**src/rtl/g2_frame_pkg.sv**
```systemverilog
// Shared types and constants for the g2 frame packer: FSM states, sync/CRC constants
// and a one-byte CRC-8 update step.
package g2_frame_pkg;

  typedef enum logic [2:0] {
    IDLE,
    SYNC0,
    SYNC1,
    SEQ,
    LEN_H,
    LEN_L,
    BIN,
    CSUM
  } state_e;

  localparam logic [7:0] SYNC0_BYTE = 8'hA5;
  localparam logic [7:0] SYNC1_BYTE = 8'h5A;
  localparam logic [7:0] CRC8_POLY  = 8'h07;

  // CRC-8, MSB-first, no reflection: fold one whole byte into the running CRC
  function automatic logic [7:0] crc8_step(input logic [7:0] acc, input logic [7:0] data);
    logic [7:0] c;
    c = acc ^ data;
    for (int i = 0; i < 8; i++) begin
      c = c[7] ? ((c << 1) ^ CRC8_POLY) : (c << 1);
    end
    return c;
  endfunction

endpackage

```
**src/rtl/g2_frame_csum.sv**
```systemverilog
// Trailer accumulator for the g2 frame packer. Default build: two's-complement byte sum.
// With G2_FRAME_CRC_EN defined: CRC-8 (poly 0x07, init 0x00) over the same bytes.
module g2_frame_csum
  import g2_frame_pkg::*;
(
  input  logic       clk,
  input  logic       RST,
  input  logic       clear,
  input  logic       en,
  input  logic [7:0] data_i,
  output logic [7:0] trailer_o
);

  logic [7:0] acc_q, acc_d;

`ifdef G2_FRAME_CRC_EN
  always_comb begin
    acc_d = acc_q;
    if (clear)   acc_d = '0;
    else if (en) acc_d = crc8_step(acc_q, data_i);
  end

  assign trailer_o = acc_q;
`else
  always_comb begin
    acc_d = acc_q;
    if (clear)   acc_d = '0;
    else if (en) acc_d = acc_q + data_i;
  end

  // Negated sum makes SEQ..trailer add up to zero mod 256
  assign trailer_o = (~acc_q) + 8'd1;
`endif

  always_ff @(posedge clk) begin
    if (RST) acc_q <= '0;
    else     acc_q <= acc_d;
  end

endmodule

```
**src/rtl/g2_frame_packer.sv**
```systemverilog
// Packs the g2 bin word stream into framed bytes: A5 5A seq len_h len_l bins(MSB first) trailer.
// Trailer type is selected by G2_FRAME_CRC_EN inside g2_frame_csum (sum when undefined).
//
// Handshake: a word moves when g2V && g2R, a byte moves when txV && txR; while txV is
// high and txR low, txV and txDat hold (all tx outputs decode registered state only).
module g2_frame_packer
  import g2_frame_pkg::*;
#(
  parameter int iSIZE     = 31,
  parameter int NBINS     = 1024,
  parameter int BIN_BYTES = 3
) (
  input  logic           clk,
  input  logic           RST,
  input  logic [iSIZE:0] g2Dat,
  input  logic           g2V,
  output logic           g2R,
  output logic [7:0]     txDat,
  output logic           txV,
  input  logic           txR,
  output logic           frameDone,
  output state_e         dbg_state_o
);

  localparam logic [15:0] NBINS_W   = 16'(NBINS);
  localparam logic [1:0]  LAST_BIDX = 2'(BIN_BYTES - 1);

  state_e         state_q, state_d;
  logic [iSIZE:0] wbuf_q, wbuf_d;
  logic           wvalid_q, wvalid_d;
  logic [1:0]     bidx_q, bidx_d;
  logic [15:0]    wld_q, wld_d;
  logic [15:0]    bcnt_q, bcnt_d;
  logic [7:0]     seq_q, seq_d;
  logic           load;
  logic           csum_clear, csum_en;
  logic [7:0]     trailer;
  logic [1:0]     sel;

  assign sel         = LAST_BIDX - bidx_q;
  assign dbg_state_o = state_q;

  always_comb begin
    state_d    = state_q;
    wbuf_d     = wbuf_q;
    wvalid_d   = wvalid_q;
    bidx_d     = bidx_q;
    wld_d      = wld_q;
    bcnt_d     = bcnt_q;
    seq_d      = seq_q;
    txV        = 1'b1;
    txDat      = '0;
    frameDone  = 1'b0;
    csum_clear = 1'b0;
    csum_en    = 1'b0;
    // Buffer refills from SYNC0 onward, so the first bin is ready before LEN_L ends
    g2R  = !wvalid_q && (wld_q < NBINS_W) && (state_q != IDLE) && (state_q != CSUM);
    load = g2V && g2R;

    case (state_q)
      IDLE: begin
        txV = 1'b0;
        if (g2V) begin
          state_d    = SYNC0;
          csum_clear = 1'b1;
          wld_d      = '0;
          bcnt_d     = '0;
        end
      end
      SYNC0: begin
        txDat = SYNC0_BYTE;
        if (txR) state_d = SYNC1;
      end
      SYNC1: begin
        txDat = SYNC1_BYTE;
        if (txR) state_d = SEQ;
      end
      SEQ: begin
        txDat = seq_q;
        if (txR) begin
          state_d = LEN_H;
          csum_en = 1'b1;
        end
      end
      LEN_H: begin
        txDat = NBINS_W[15:8];
        if (txR) begin
          state_d = LEN_L;
          csum_en = 1'b1;
        end
      end
      LEN_L: begin
        txDat = NBINS_W[7:0];
        if (txR) begin
          state_d = BIN;
          bidx_d  = '0;
          csum_en = 1'b1;
        end
      end
      BIN: begin
        txV   = wvalid_q;
        txDat = wbuf_q[{sel, 3'b000} +: 8];
        if (wvalid_q && txR) begin
          csum_en = 1'b1;
          if (bidx_q == LAST_BIDX) begin
            wvalid_d = 1'b0;
            bidx_d   = '0;
            bcnt_d   = bcnt_q + 16'd1;
            if (bcnt_q + 16'd1 == NBINS_W) state_d = CSUM;
          end else begin
            bidx_d = bidx_q + 2'd1;
          end
        end
      end
      CSUM: begin
        txDat = trailer;
        if (txR) begin
          frameDone = 1'b1;
          seq_d     = seq_q + 8'd1;
          state_d   = IDLE;
        end
      end
      default: state_d = IDLE;
    endcase

    if (load) begin
      wbuf_d   = g2Dat;
      wvalid_d = 1'b1;
      wld_d    = wld_q + 16'd1;
    end
  end

  always_ff @(posedge clk) begin
    if (RST) begin
      state_q  <= IDLE;
      wbuf_q   <= '0;
      wvalid_q <= 1'b0;
      bidx_q   <= '0;
      wld_q    <= '0;
      bcnt_q   <= '0;
      seq_q    <= '0;
    end else begin
      state_q  <= state_d;
      wbuf_q   <= wbuf_d;
      wvalid_q <= wvalid_d;
      bidx_q   <= bidx_d;
      wld_q    <= wld_d;
      bcnt_q   <= bcnt_d;
      seq_q    <= seq_d;
    end
  end

  g2_frame_csum u_csum (
    .clk       (clk),
    .RST       (RST),
    .clear     (csum_clear),
    .en        (csum_en),
    .data_i    (txDat),
    .trailer_o (trailer)
  );

endmodule

```
**config.mk**
```make
export PLATFORM = sky130hd
export DESIGN_NAME = g2_frame_packer
export DESIGN_NICKNAME = d
export VERILOG_FILES = /design/src/rtl/g2_frame_pkg.sv /design/src/rtl/g2_frame_csum.sv /design/src/rtl/g2_frame_packer.sv
export SDC_FILE = /design/constraint.sdc
export NUM_CORES = 1
export LEC_CHECK = 0
export CAP_MARGIN = 0
export CORE_MARGIN = 2
export CORE_UTILIZATION = 57
export DETAILED_ROUTE_END_ITERATION = 10
export PLACE_DENSITY_LB_ADDON = 0.12
export RECOVER_POWER = 50
export SLEW_MARGIN = 20
export SYNTH_ARGS = -nofsm -noshare
export SYNTH_HDL_FRONTEND = slang
export SYNTH_SLANG_ARGS = --single-unit
```
**constraint.sdc**
```tcl
create_clock -name clk -period 4.73 [get_ports clk]
set_input_delay 1.419 -clock clk [delete_from_list [all_inputs] [get_ports clk]]
set_output_delay 1.419 -clock clk [all_outputs]
set_load 0.01 [all_outputs]
```
==> flow_summary_export.csv, run 1 <==
group,metric,value,unit
setup_path,worstPathRequired,3.31,ns
power_and_ir_drop,ir_drop,0.1789,mV
routing,route.detailed.drc,0,
die,die_h,93.46,um
yosys,synthMuxAreaShare,6.391,%
outcome,violations,"max-capacitance violations, max-slew violations",
finish,instances_no_fill,705,
yosys,synth_top_cell_area_share,37.74,%
sta,fmax,0.2288,GHz
finish,layout_common_cells,"nand2_1 (88), dfxtp_1 (86), a21oi_1 (74), nor2_1 (56), clkdlybuf4s50_1 (46)",
routing,wl_per_cell,15.01,um
die,core_area,0.007727,mm^2
finish,nNetsFinal,650,
die,fp-row-count,32,
cts,cts_setup_buffers,0,
yosys,synth_nets,617,
finish,drive_gt1_share,5.804,%
power_and_ir_drop,power.density,306.3,mW/mm^2
cts,clock_path_buffers,2,
yosys,synth-seq-cells,86,
yosys,syn_avg_cell_area,8.060,um^2
placed_design,port_buffers,49,
yosys,yosys.cell_types.count,60,
power_and_ir_drop,power_frac_comb,21.3,%
cts,clk_pin_slew,0.08,ns
cts,clock_latency,0.36,ns
yosys,async_reset_ff_share,0,%
finish,fillers,669,
finish,diodes,0,
setup_path,r2r_start,"bidx_q[1]",
yosys,synthSimpleGateAreaFrac,25.18,%
setup_path,regToRegEndpoint,"u_csum.acc_q[6]",
sta,fin_setup_tns,0,ns
placed_design,place_hpwl,7497,um
die,die_w,93.46,um
setup_path,crit_path_max_fanout,7,
yosys,synthAdderAreaFrac,4.279,%
grt,grt_pass1_vias,3821,
sta,slew_viol_final,79,
yosys,synth-edff-count,0,
die,die_area,0.008735,mm^2
power_and_ir_drop,clkPwrFrac,29.0,%
sta,skew,0.01454,ns
yosys,synth-compound-area-share,17.91,%
grt,gr-usage-all-layers,25.01,%
sta,fin_crit_sh,92.40,%
cts,cts_root_buffer,"clkbuf_8",
finish,syn_to_final_growth,14.76,%
cts,hold_buffers,0,
flow_run,drv_cap,2,
grt,grt-ovfl-total,0,
sta,grt_setup_unrepaired,"no",
grt,grt_pass1_wl,17650,um
grt,antenna_found_initial,0,
worst_hold_path,min_path_type,"reg2reg",
sta,setup_violations,0,
cts,h-tree-depth,3,
yosys,synthTopCellsByArea,"dfxtp_1 (38%), a21oi_1 (8.1%), nand2_1 (7.2%), nor2_1 (4.6%), mux4_2 (3.9%)",
cts,cts_buffers,9,
routing,antenna_left,0,
sta,worst_slew_pin_slew,1.778,ns
yosys,synth_xor_area_share,4.416,%
power_and_ir_drop,power_leakage,1.845,nW
grt,grt_max_degree,44,
yosys,ys.flop_type,"dfxtp_1",
yosys,synth_top_family_by_area,"simple AND/OR/NAND/NOR gates",
placed_design,dpl_cell_area,0.005075,mm^2
power_and_ir_drop,seqPwrFrac,49.7,%
sta,timing_hold_violations_final,0,
finish,design_area,0.005235,mm^2
finish,ff_latch_area,0.001722,mm^2
yosys,seq_area_frac_synth,37.74,%
routing,drtIter0Drc,210,
die,boundaryPins,50,
yosys,netlist_instances,566,
worst_hold_path,hold_path_depth,2,
placed_design,gp_congestion,0.8084,
cts,ctsResizeCount,0,
setup_path,r2r_cells,12,
setup_path,arrival,2.95,ns
setup_path,path_class,"in2out",
routing,dr.pass1.iters,5,
die,start_util,59.03,%
sta,fin_crit,4.371,ns
worst_hold_path,worstHoldEndpoint,"wbuf_q[21]",
power_and_ir_drop,power,1.604,mW
finish,final_common_cell,"nand2_1",
power_and_ir_drop,switching_share,31.30,%
sta,relSlewSlack,-18.56,%
routing,route.vias.total,4144,
placed_design,dp_cells,690,
worst_hold_path,min-delay-start,"wbuf_q[21]",
yosys,synth_top_cell_by_area,"dfxtp_1",
cts,clock-sinks,86,
yosys,yosys_warnings,0,
setup_path,cp-end-kind,"primary output",
power_and_ir_drop,p_switching,0.5020,mW
routing,wl,10580,um
routing,vias_per_cell,5.878,
finish,multiInputGateArea,0.002651,mm^2
outcome,status,"complete, but fails checks",
yosys,syn_area,0.004562,mm^2
cts,cts_tree,"yes",
power_and_ir_drop,p_int,1.102,mW
setup_path,critPathLaunchType,"input port",
setup_path,reg2reg_slack,1.22,ns
metal layers:
metal / global-route usage, % / wire length, um / part of all wire, % / vias to the layer above
li1: - / - / - / 2060
met1: 34.39 / 4992 / 47 / 1964
met2: 41.07 / 4971 / 47 / 109
met3: 3.223 / 496 / 4.7 / 11
met4: 7.598 / 123 / 1.2 / 0
met5: 0 / 0 / 0 / -
synthesized netlist by cell type, drive strengths merged (13+ instances only):
| cell type | instances |
|---|---|
| nor2 | 56 |
| nor3 | 16 |
| nand3 | 22 |
| ha | 14 |
| clkbuf | 22 |
| inv | 13 |
| a21oi | 74 |
| o21ai | 30 |
| nand2 | 88 |
| dfxtp | 86 |
| xnor2 | 15 |
cells by family after synthesis:
kind of cell / Yosys count
AND/OR/NAND/NOR: 238
AO/OA/AOI/OAI: 140
flip-flops: 86
buffers and inverters: 45
XOR/XNOR: 23
multiplexers: 19
adder cells (fa/ha/maj): 15
area by class of cell:
type / count / share of cell area (%)
tap: 102 / 2.438
clock inverter: 6 / 0.9082
multi-input combinational: 435 / 50.65
sequential: 86 / 32.89
timing repair buffer: 54 / 9.823
clock buffer: 9 / 2.366
inverter: 13 / 0.9321
power by group through the flow:
stage | Sequential, mW | Combinational (mW) | Clock (mW)
after floorplan | 0.794 | 0.232 | 0
final | 0.797 | 0.342 | 0.465
after CTS | 0.796 | 0.344 | 0.470
after global placement | 0.810 | 0.336 | 0
after global routing | 0.803 | 0.379 | 0.497
after detailed placement | 0.813 | 0.343 | 0
state kept, by name (all words and copies together) (netlist names):
name          count
wbuf_q           32
wld_q            16
bcnt_q           16
bidx_q            2
dbg_state_o       3
seq_q             8
u_csum.acc_q      8
wvalid_q          1
critical path, cell delays in order:
cell	delay (ns)
dlygate4sd3_1	0.69
nand2_1	0.13
nor2_1	0.16
clkdlybuf4s50_1	0.55
worst max-delay path by stage:
stage          startpoint              end  cells past startpoint
5_1_grt               txR        frameDone                      4
4_1_cts               txR        frameDone                      4
6_report              txR        frameDone                      4
3_5_place_dp          txR        frameDone                      4
3_3_place_gp          txR        frameDone                      4
2_1_floorplan   bidx_q[0]  u_csum.acc_q[6]                     15
metrics by stage:
| step | hold slack, ns | utilization, % | setup WS [ns] |
|---|---|---|---|
| after CTS | 0.4584 | 67.89 | 0.4380 |
| after global placement | 0.4347 | 65.67 | 0.4639 |
| after detailed placement | 0.4397 | 65.67 | 0.4451 |
| after global routing | 0.4734 | 67.75 | 0.2924 |
| after floorplan | 0.4209 | - | 1.249 |
| final | 0.4595 | 67.75 | 0.3594 |
Power figures use the tool's default switching activity.
==> run 2, diff against run 1 <==
--- a/config.mk
+++ b/config.mk
@@ -6,12 +6,15 @@
 export NUM_CORES = 1
 export LEC_CHECK = 0
 export CAP_MARGIN = 0
+export CORE_ASPECT_RATIO = 0.6
 export CORE_MARGIN = 2
 export CORE_UTILIZATION = 57
 export DETAILED_ROUTE_END_ITERATION = 10
+export GPL_ROUTABILITY_DRIVEN = 0
 export PLACE_DENSITY_LB_ADDON = 0.12
 export RECOVER_POWER = 50
 export SLEW_MARGIN = 20
 export SYNTH_ARGS = -nofsm -noshare
 export SYNTH_HDL_FRONTEND = slang
 export SYNTH_SLANG_ARGS = --single-unit
+export TNS_END_PERCENT = 10
==> flow_summary_export.csv, run 2 (synthesis gave the netlist of run 1 again) <==
group,metric,value,unit
die,start_util,58.34,%
sta,fin_crit,4.430,ns
finish,final_common_cell,"nand2_1",
die,die_w,119.5,um
routing,route.detailed.drc,0,
setup_path,arrival,3.01,ns
cts,cts_setup_buffers,0,
worst_hold_path,min_path_type,"reg2reg",
die,fp-row-count,25,
sta,fin_setup_tns,0,ns
sta,relSlewSlack,-33.55,%
routing,vias_per_cell,5.882,
routing,dr.pass1.iters,6,
cts,clock-sinks,86,
finish,top_regs,"wbuf_q (32), bcnt_q (16), wld_q (16)",
grt,grt_pass1_vias,3867,
outcome,status,"complete, but fails checks",
placed_design,place_hpwl,8114,um
cts,cts_root_buffer,"clkbuf_16",
placed_design,port_buffers,49,
finish,drive_gt1_share,6.106,%
finish,syn_to_final_growth,18.57,%
power_and_ir_drop,power,1.914,mW
routing,route.vias.total,4200,
cts,cts_tree,"yes",
outcome,violations,"max-capacitance violations, max-slew violations",
sta,slew_viol_final,47,
routing,drtIter0Drc,427,
power_and_ir_drop,power_leakage,1.939,nW
sta,setup_violations,0,
grt,antenna_found_initial,0,
sta,fmax,0.2257,GHz
flow_run,drv_cap,1,
routing,wl,11460,um
routing,wl_per_cell,16.05,um
setup_path,crit_path_max_fanout,7,
grt,grt_max_degree,47,
cts,clock_path_buffers,2,
sta,skew,0.005204,ns
power_and_ir_drop,power.density,353.9,mW/mm^2
finish,diodes,0,
die,die_area,0.008758,mm^2
placed_design,dp_cells,698,
cts,clock_latency,0.34,ns
setup_path,worstPathRequired,3.31,ns
cts,h-tree-depth,3,
sta,worst_slew_pin_slew,2.003,ns
cts,hold_buffers,0,
finish,instances_no_fill,714,
finish,fin_util,69.17,%
cts,cts_buffers,9,
grt,grt_pass1_wl,18660,um
sta,timing_hold_violations_final,0,
sta,grt_setup_unrepaired,"no",
die,core_area,0.007820,mm^2
power_and_ir_drop,ir_drop,0.1826,mV
cts,clk_pin_slew,0.06,ns
setup_path,cp-end-kind,"primary output",
setup_path,critPathLaunchType,"input port",
cts,ctsResizeCount,0,
finish,multiInputGateArea,0.002651,mm^2
sta,holdWs,0.4515,ns
finish,ff_latch_area,0.001722,mm^2
grt,gr-usage-all-layers,27.25,%
finish,fillers,655,
die,die_h,73.30,um
grt,grt-ovfl-total,0,
finish,nNetsFinal,652,
finish,regMostFlops,"wbuf_q",
sta,fin_crit_sh,93.66,%
setup_path,path_class,"in2out",
finish,layout_common_cells,"nand2_1 (88), dfxtp_1 (86), a21oi_1 (74), nor2_1 (56), clkdlybuf4s50_1 (45)",
die,boundaryPins,50,
finish,largest_reg_flops,32,
routing,antenna_left,0,
==> run 2: path summary, 6_finish.rpt <==
check	from	to	slack (ns)	cells past startpoint
max	txR	frameDone	0.30	4
min	wld_q[13]	wld_q[13]	0.45	1
max reg2reg	bidx_q[1]	u_csum.acc_q[6]	1.20	12
min reg2reg	wld_q[13]	wld_q[13]	0.45	1
==> run 2: stage by stage <==
step / worst slack [ns] / instance area, um^2
2_1_floorplan: 1.249 / 4562
3_3_place_gp: 0.4158 / 5097
3_5_place_dp: 0.3912 / 5097
4_1_cts: 0.3903 / 5420
5_1_grt: 0.2557 / 5409
6_report: 0.3000 / 5409
==> run 2: area by class of cell <==
type	instances	share of cell area, %
Clock buffer	10	4.233
Clock inverter	6	1.735
Inverter	13	0.9022
Multi-Input combinational cell	435	49.02
Sequential cell	86	31.83
Tap cell	108	2.498
Timing Repair Buffer	56	9.785
==> run 2: critical path, cell delays in order <==
cell and delay, ns:
dlygate4sd3_1 0.68, nand2_1 0.13, nor2_1 0.21, clkdlybuf4s50_1 0.58
==> run 2: where the power goes <==
group / internal (mW) / switching (mW) / total [mW]
combinational: 0.155 / 0.206 / 0.361
clock: 0.467 / 0.298 / 0.765
sequential: 0.760 / 0.0288 / 0.788
total: 1.38 / 0.532 / 1.91
==> run 2: routing by layer <==
metal | vias up | part of all wire [%] | GRT usage [%]
li1 | 2075 | - | -
met1 | 1958 | 48 | 38.03
met2 | 151 | 44 | 41.78
met3 | 16 | 6.8 | 7.764
met4 | 0 | 1.1 | 7.712
met5 | - | 0 | 0
==> run 3, diff against run 2 <==
--- a/config.mk
+++ b/config.mk
@@ -13,7 +13,7 @@
 export GPL_ROUTABILITY_DRIVEN = 0
 export PLACE_DENSITY_LB_ADDON = 0.12
 export RECOVER_POWER = 50
-export SLEW_MARGIN = 20
+export SLEW_MARGIN = 10
 export SYNTH_ARGS = -nofsm -noshare
 export SYNTH_HDL_FRONTEND = slang
 export SYNTH_SLANG_ARGS = --single-unit
==> constraint.sdc (replaced) <==
create_clock -name clk -period 4.65 [get_ports clk]
set_input_delay 1.395 -clock clk [delete_from_list [all_inputs] [get_ports clk]]
set_output_delay 1.395 -clock clk [all_outputs]
set_load 0.01 [all_outputs]
==> flow_summary_export.csv, run 3 (synthesis gave the netlist of run 1 again) <==
group,metric,value,unit
cts,clock_path_buffers,2,
placed_design,port_buffers,49,
power_and_ir_drop,switching_share,29.31,%
cts,cts_root_buffer,"clkbuf_16",
die,fp-row-count,25,
power_and_ir_drop,p_int,1.310,mW
power_and_ir_drop,power_leakage,1.923,nW
finish,largest_reg_flops,32,
sta,grt_setup_unrepaired,"no",
grt,grt_pass1_wl,18950,um
sta,skew,0.007347,ns
finish,regMostFlops,"wbuf_q",
power_and_ir_drop,clkPwrFrac,36.9,%
finish,nNetsFinal,653,
power_and_ir_drop,power_frac_comb,19.7,%
sta,fmax,0.2366,GHz
routing,route.detailed.drc,0,
grt,antenna_found_initial,0,
worst_hold_path,min_path_type,"reg2reg",
finish,top_regs,"wbuf_q (32), bcnt_q (16), wld_q (16)",
die,die_w,119.5,um
sta,timing_hold_violations_final,0,
setup_path,cp-end-kind,"primary output",
outcome,status,"complete, but fails checks",
sta,slew_viol_final,47,
placed_design,place_hpwl,8183,um
grt,grt_pass1_vias,3893,
cts,clock-sinks,86,
setup_path,arrival,2.83,ns
sta,fin_setup_tns,0,ns
power_and_ir_drop,seqPwrFrac,43.3,%
routing,wl,11440,um
setup_path,path_class,"in2out",
die,core_area,0.007820,mm^2
finish,layout_common_cells,"nand2_1 (88), dfxtp_1 (86), a21oi_1 (74), nor2_1 (56), clkdlybuf4s50_1 (46)",
routing,wl_per_cell,15.99,um
grt,grt-ovfl-total,0,
routing,dr.pass1.iters,5,
finish,final_common_cell,"nand2_1",
outcome,violations,"max-capacitance violations, max-slew violations",
routing,vias_per_cell,5.905,
grt,grt_max_degree,47,
power_and_ir_drop,p_switching,0.5434,mW
sta,worst_slew_pin_slew,2.031,ns
setup_path,critPathLaunchType,"input port",
die,die_h,73.30,um
sta,holdWs,0.4551,ns
cts,h-tree-depth,3,
cts,clock_latency,0.34,ns
setup_path,worstPathRequired,3.25,ns
sta,setup_violations,0,
finish,syn_to_final_growth,17.77,%
sta,relSlewSlack,-35.40,%
die,start_util,58.34,%
sta,fin_crit_sh,90.89,%
routing,drtIter0Drc,329,
grt,gr-usage-all-layers,27.61,%
cts,hold_buffers,0,
cts,cts_tree,"yes",
setup_path,crit_path_max_fanout,2,
power_and_ir_drop,ir_drop,0.2167,mV
flow_run,drv_cap,1,
finish,diodes,0,
cts,cts_setup_buffers,0,
cts,ctsResizeCount,0,
routing,antenna_left,0,
finish,drive_gt1_share,6.260,%
die,boundaryPins,50,
cts,clk_pin_slew,0.07,ns
cts,cts_buffers,9,
power_and_ir_drop,power.density,345.0,mW/mm^2
routing,route.vias.total,4222,
sta,fin_crit,4.226,ns
die,die_area,0.008758,mm^2
run 3: changes by cell type in the layout (fill, tap and decap cells not counted), sizes merged:
cell | before | now
clkdlybuf4s50 | 45 | 46
clkbuf | 13 | 14
clkinv | 1 | 3
dlygate4sd3 | 3 | 2
bufinv | 2 | 0
run 3: cell type report:
type                            count  area (um^2)
Clock buffer                       10        239.0
Inverter                           13        48.80
Timing Repair Buffer               57        533.0
Fill cell                         681         2447
Sequential cell                    86         1722
Multi-Input combinational cell    435         2651
Clock inverter                      6        43.79
Tap cell                          108        135.1
run 3: worst paths after layout:
kind              from         endpoint  slack, ns  depth (start not counted)
max                txR        frameDone       0.42                          4
min          wbuf_q[9]        wbuf_q[9]       0.46                          2
max reg2reg  bidx_q[1]  u_csum.acc_q[6]       1.07                         13
min reg2reg  wbuf_q[9]        wbuf_q[9]       0.46                          2
run 3: layer usage:
metal	track usage, %	share of wire, %
met4	7.059	0.39
met3	8.075	6.9
met1	37.90	48
met5	0	0
met2	43.24	44
run 3: metrics by stage:
step / utilization [%] / total power, mW / instance area [um^2] / instances / setup slack [ns]
after floorplan: - / 1.043 / 4562 / 566 / 1.169
after global placement: 65.28 / 1.171 / 5105 / 699 / 0.4821
after detailed placement: 65.28 / 1.183 / 5105 / 699 / 0.4840
after CTS: 68.90 / 1.859 / 5388 / 715 / 0.4130
after global routing: 68.70 / 1.934 / 5373 / 715 / 0.2920
final: 68.70 / 1.854 / 5373 / 715 / 0.4237
run 3: power by group through the flow:
stage	clock network, mW	registers (mW)	logic (mW)
floorplan	0	0.807	0.236
global placement	0	0.816	0.356
detailed placement	0	0.818	0.365
CTS	0.691	0.802	0.367
global route	0.724	0.806	0.404
finish	0.685	0.803	0.366
run 3: critical path, cell delays in order:
cell and delay [ns]:
dlygate4sd3_1 0.55, nand2_1 0.09, nor2_1 0.21, clkdlybuf4s50_1 0.58
==> RTL change, RTL diff (flow settings as in run 3) <==
Put one more register stage on the output `dbg_state_o`, without a reset. The value now appears one clock later. The other outputs are not delayed to match.
--- a/src/rtl/g2_frame_packer.sv
+++ b/src/rtl/g2_frame_packer.sv
@@ -39,5 +39,7 @@
 
   assign sel         = LAST_BIDX - bidx_q;
-  assign dbg_state_o = state_q;
+  always_ff @(posedge clk) begin
+    dbg_state_o <= state_q;
+  end
 
   always_comb begin
Formal check against the unedited RTL: not equivalent (a bounded check fails within 4 cycles, from zero or initial values and one cycle with RST high).
==> RTL change against run 3 <==
- sequential power increased by 1%
- final cell count decreased by 0.84%
- worst setup slack got worse by 190 ps
- die area increased by 0.47%
- clock skew increased by 1.4 ps
- wire length decreased by 2.8%
- count of clock-buffer cells in the layout unchanged
- fmax decreased by 4.3%
- sequential cell count increased by 3
- total power increased by 0.46%
- area after synthesis increased by 0.49%
- non-clock buffer count unchanged
- sequential share of layout area increased by 0.71 points
- final area increased by 1.2%
==> RTL change: results (changes against run 3) <==
Metal2 WL -> 4.78 mm (-5.8%)
Register area share after synthesis -> 38.9% (+1.1 points)
Routed WL per cell -> 15.7 µm (-2.0%)
Met1 Usage GRT -> 38.7% (+0.78 points)
Worst EP arrival -> 3020 ps (+190 ps)
First-pass GRT wire length -> 18.5 mm (-2.3%)
Clock skew -> 8.74 ps (+1.40 ps)
Comb. pwr -> 241 µW (-34%)
Switch share -> 25.4% (-3.9 points)
Hpwl dp -> 7.83 mm (-4.3%)
Ys Warns -> 0 (unchanged)
Initial Util -> 58.4% (about the same)
Met3 Track Usage GR -> 4.89% (-3.2 points)
Top cells by area, synth -> dfxtp_1 (39%), a21oi_1 (8.2%), nand2_1 (7.6%)
Worst Max-Slew Pin Slew -> 1430 ps (-603 ps)
Placed Area -> 0.00512 mm² (+0.34%)
Post-place setup slack -> 300 ps (-184 ps)
R2R setup slack -> 1110 ps (+40 ps)
CP max stage delay -> 670 ps (+90 ps)
Power in the clock group -> 807 µW (+18%)
Final hold slack -> 453 ps (-1.87 ps)
Final Max Slew Viols -> 0 (-100%)
M2 GR Usage -> 40.4% (-2.8 points)
Synth Net Count -> 612 (-0.81%)
Vias in the first global route -> 3,791 (-2.6%)
Layout cells sized above 1 -> 6.16% (-0.10 points)
Setup ws final -> 233 ps (-191 ps)
Worst-skew pair later-pin latency -> 340 ps (about the same)
Most frequent cells after synthesis -> nand2_1 (93), dfxtp_1 (89), a21oi_1 (75)
Met3 routed WL -> 731 µm (-7.7%)
Worst-case reg-to-reg path depth -> 13 (unchanged)
Post-Place Cells -> 693 (-0.86%)
Reg-to-Reg End -> u_csum.acc_q[6]
DRT Wirelength -> 11.1 mm (-2.8%)
CP max FO -> 7 (+5)
Synthesized area -> 0.00458 mm² (+0.49%)
Netlist cell types -> 59 (-1.7%)
Met1 WL -> 5.49 mm (-0.65%)
DR vias -> 4,281 (+1.4%)
CP top delay family -> buffers and inverters
Layout net count -> 647 (-0.92%)
VDD IR max -> 0.229 mV (+5.8%)
Leakage -> 1.94 nW (+1.1%)
Max clock buf depth -> 2 (unchanged)
Switching pwr -> 474 µW (-13%)
Largest net degree at the start of global routing -> 46 (-2.1%)
Synthesized area per cell -> 8.17 µm² (+1.4%)
Top flop regs -> wbuf_q (32), bcnt_q (16), wld_q (16)
Initial antenna violation count -> 0 (unchanged)
Detailed Route Iter0 Violations -> 442 (+34%)
Aggregate global-route resource usage -> 26.6% (-1.0 points)
P&R area growth vs syn -> 18.6%
Outcome -> complete, no violations
Top Layer Used -> met4
Crit-path slowest cell -> dlygate4sd3_1
RTL change: worst min-delay path by stage:
stage / cells past startpoint / to / startpoint
3_5_place_dp: 1 / wld_q[6] / wld_q[6]
3_3_place_gp: 2 / wbuf_q[27] / wbuf_q[27]
6_report: 1 / wld_q[6] / wld_q[6]
5_1_grt: 2 / wbuf_q[9] / wbuf_q[9]
2_1_floorplan: 0 / dbg_state_o[0] / state_q[0]
4_1_cts: 1 / wld_q[6] / wld_q[6]
RTL change: cell families after synthesis:
group / after synthesis / synth area share (%)
muxes: 17 / 5.90
DFF: 89 / 38.9
xor gates and xnor gates: 20 / 3.82
adders and majority gates: 15 / 4.26
AOI/OAI and AO/OA: 145 / 19.6
and+or+nand+nor: 229 / 23.4
buffers and inverters: 46 / 4.18
RTL change: final cells by class:
cell class	count	area (µm²)
Clock inverter	6	97.6
Multi-Input combinational cell	426	2610
Tap cell	108	135
Sequential cell	89	1780
Timing Repair Buffer	57	531
Fill cell	636	2410
Inverter	13	48.8
Clock buffer	10	239
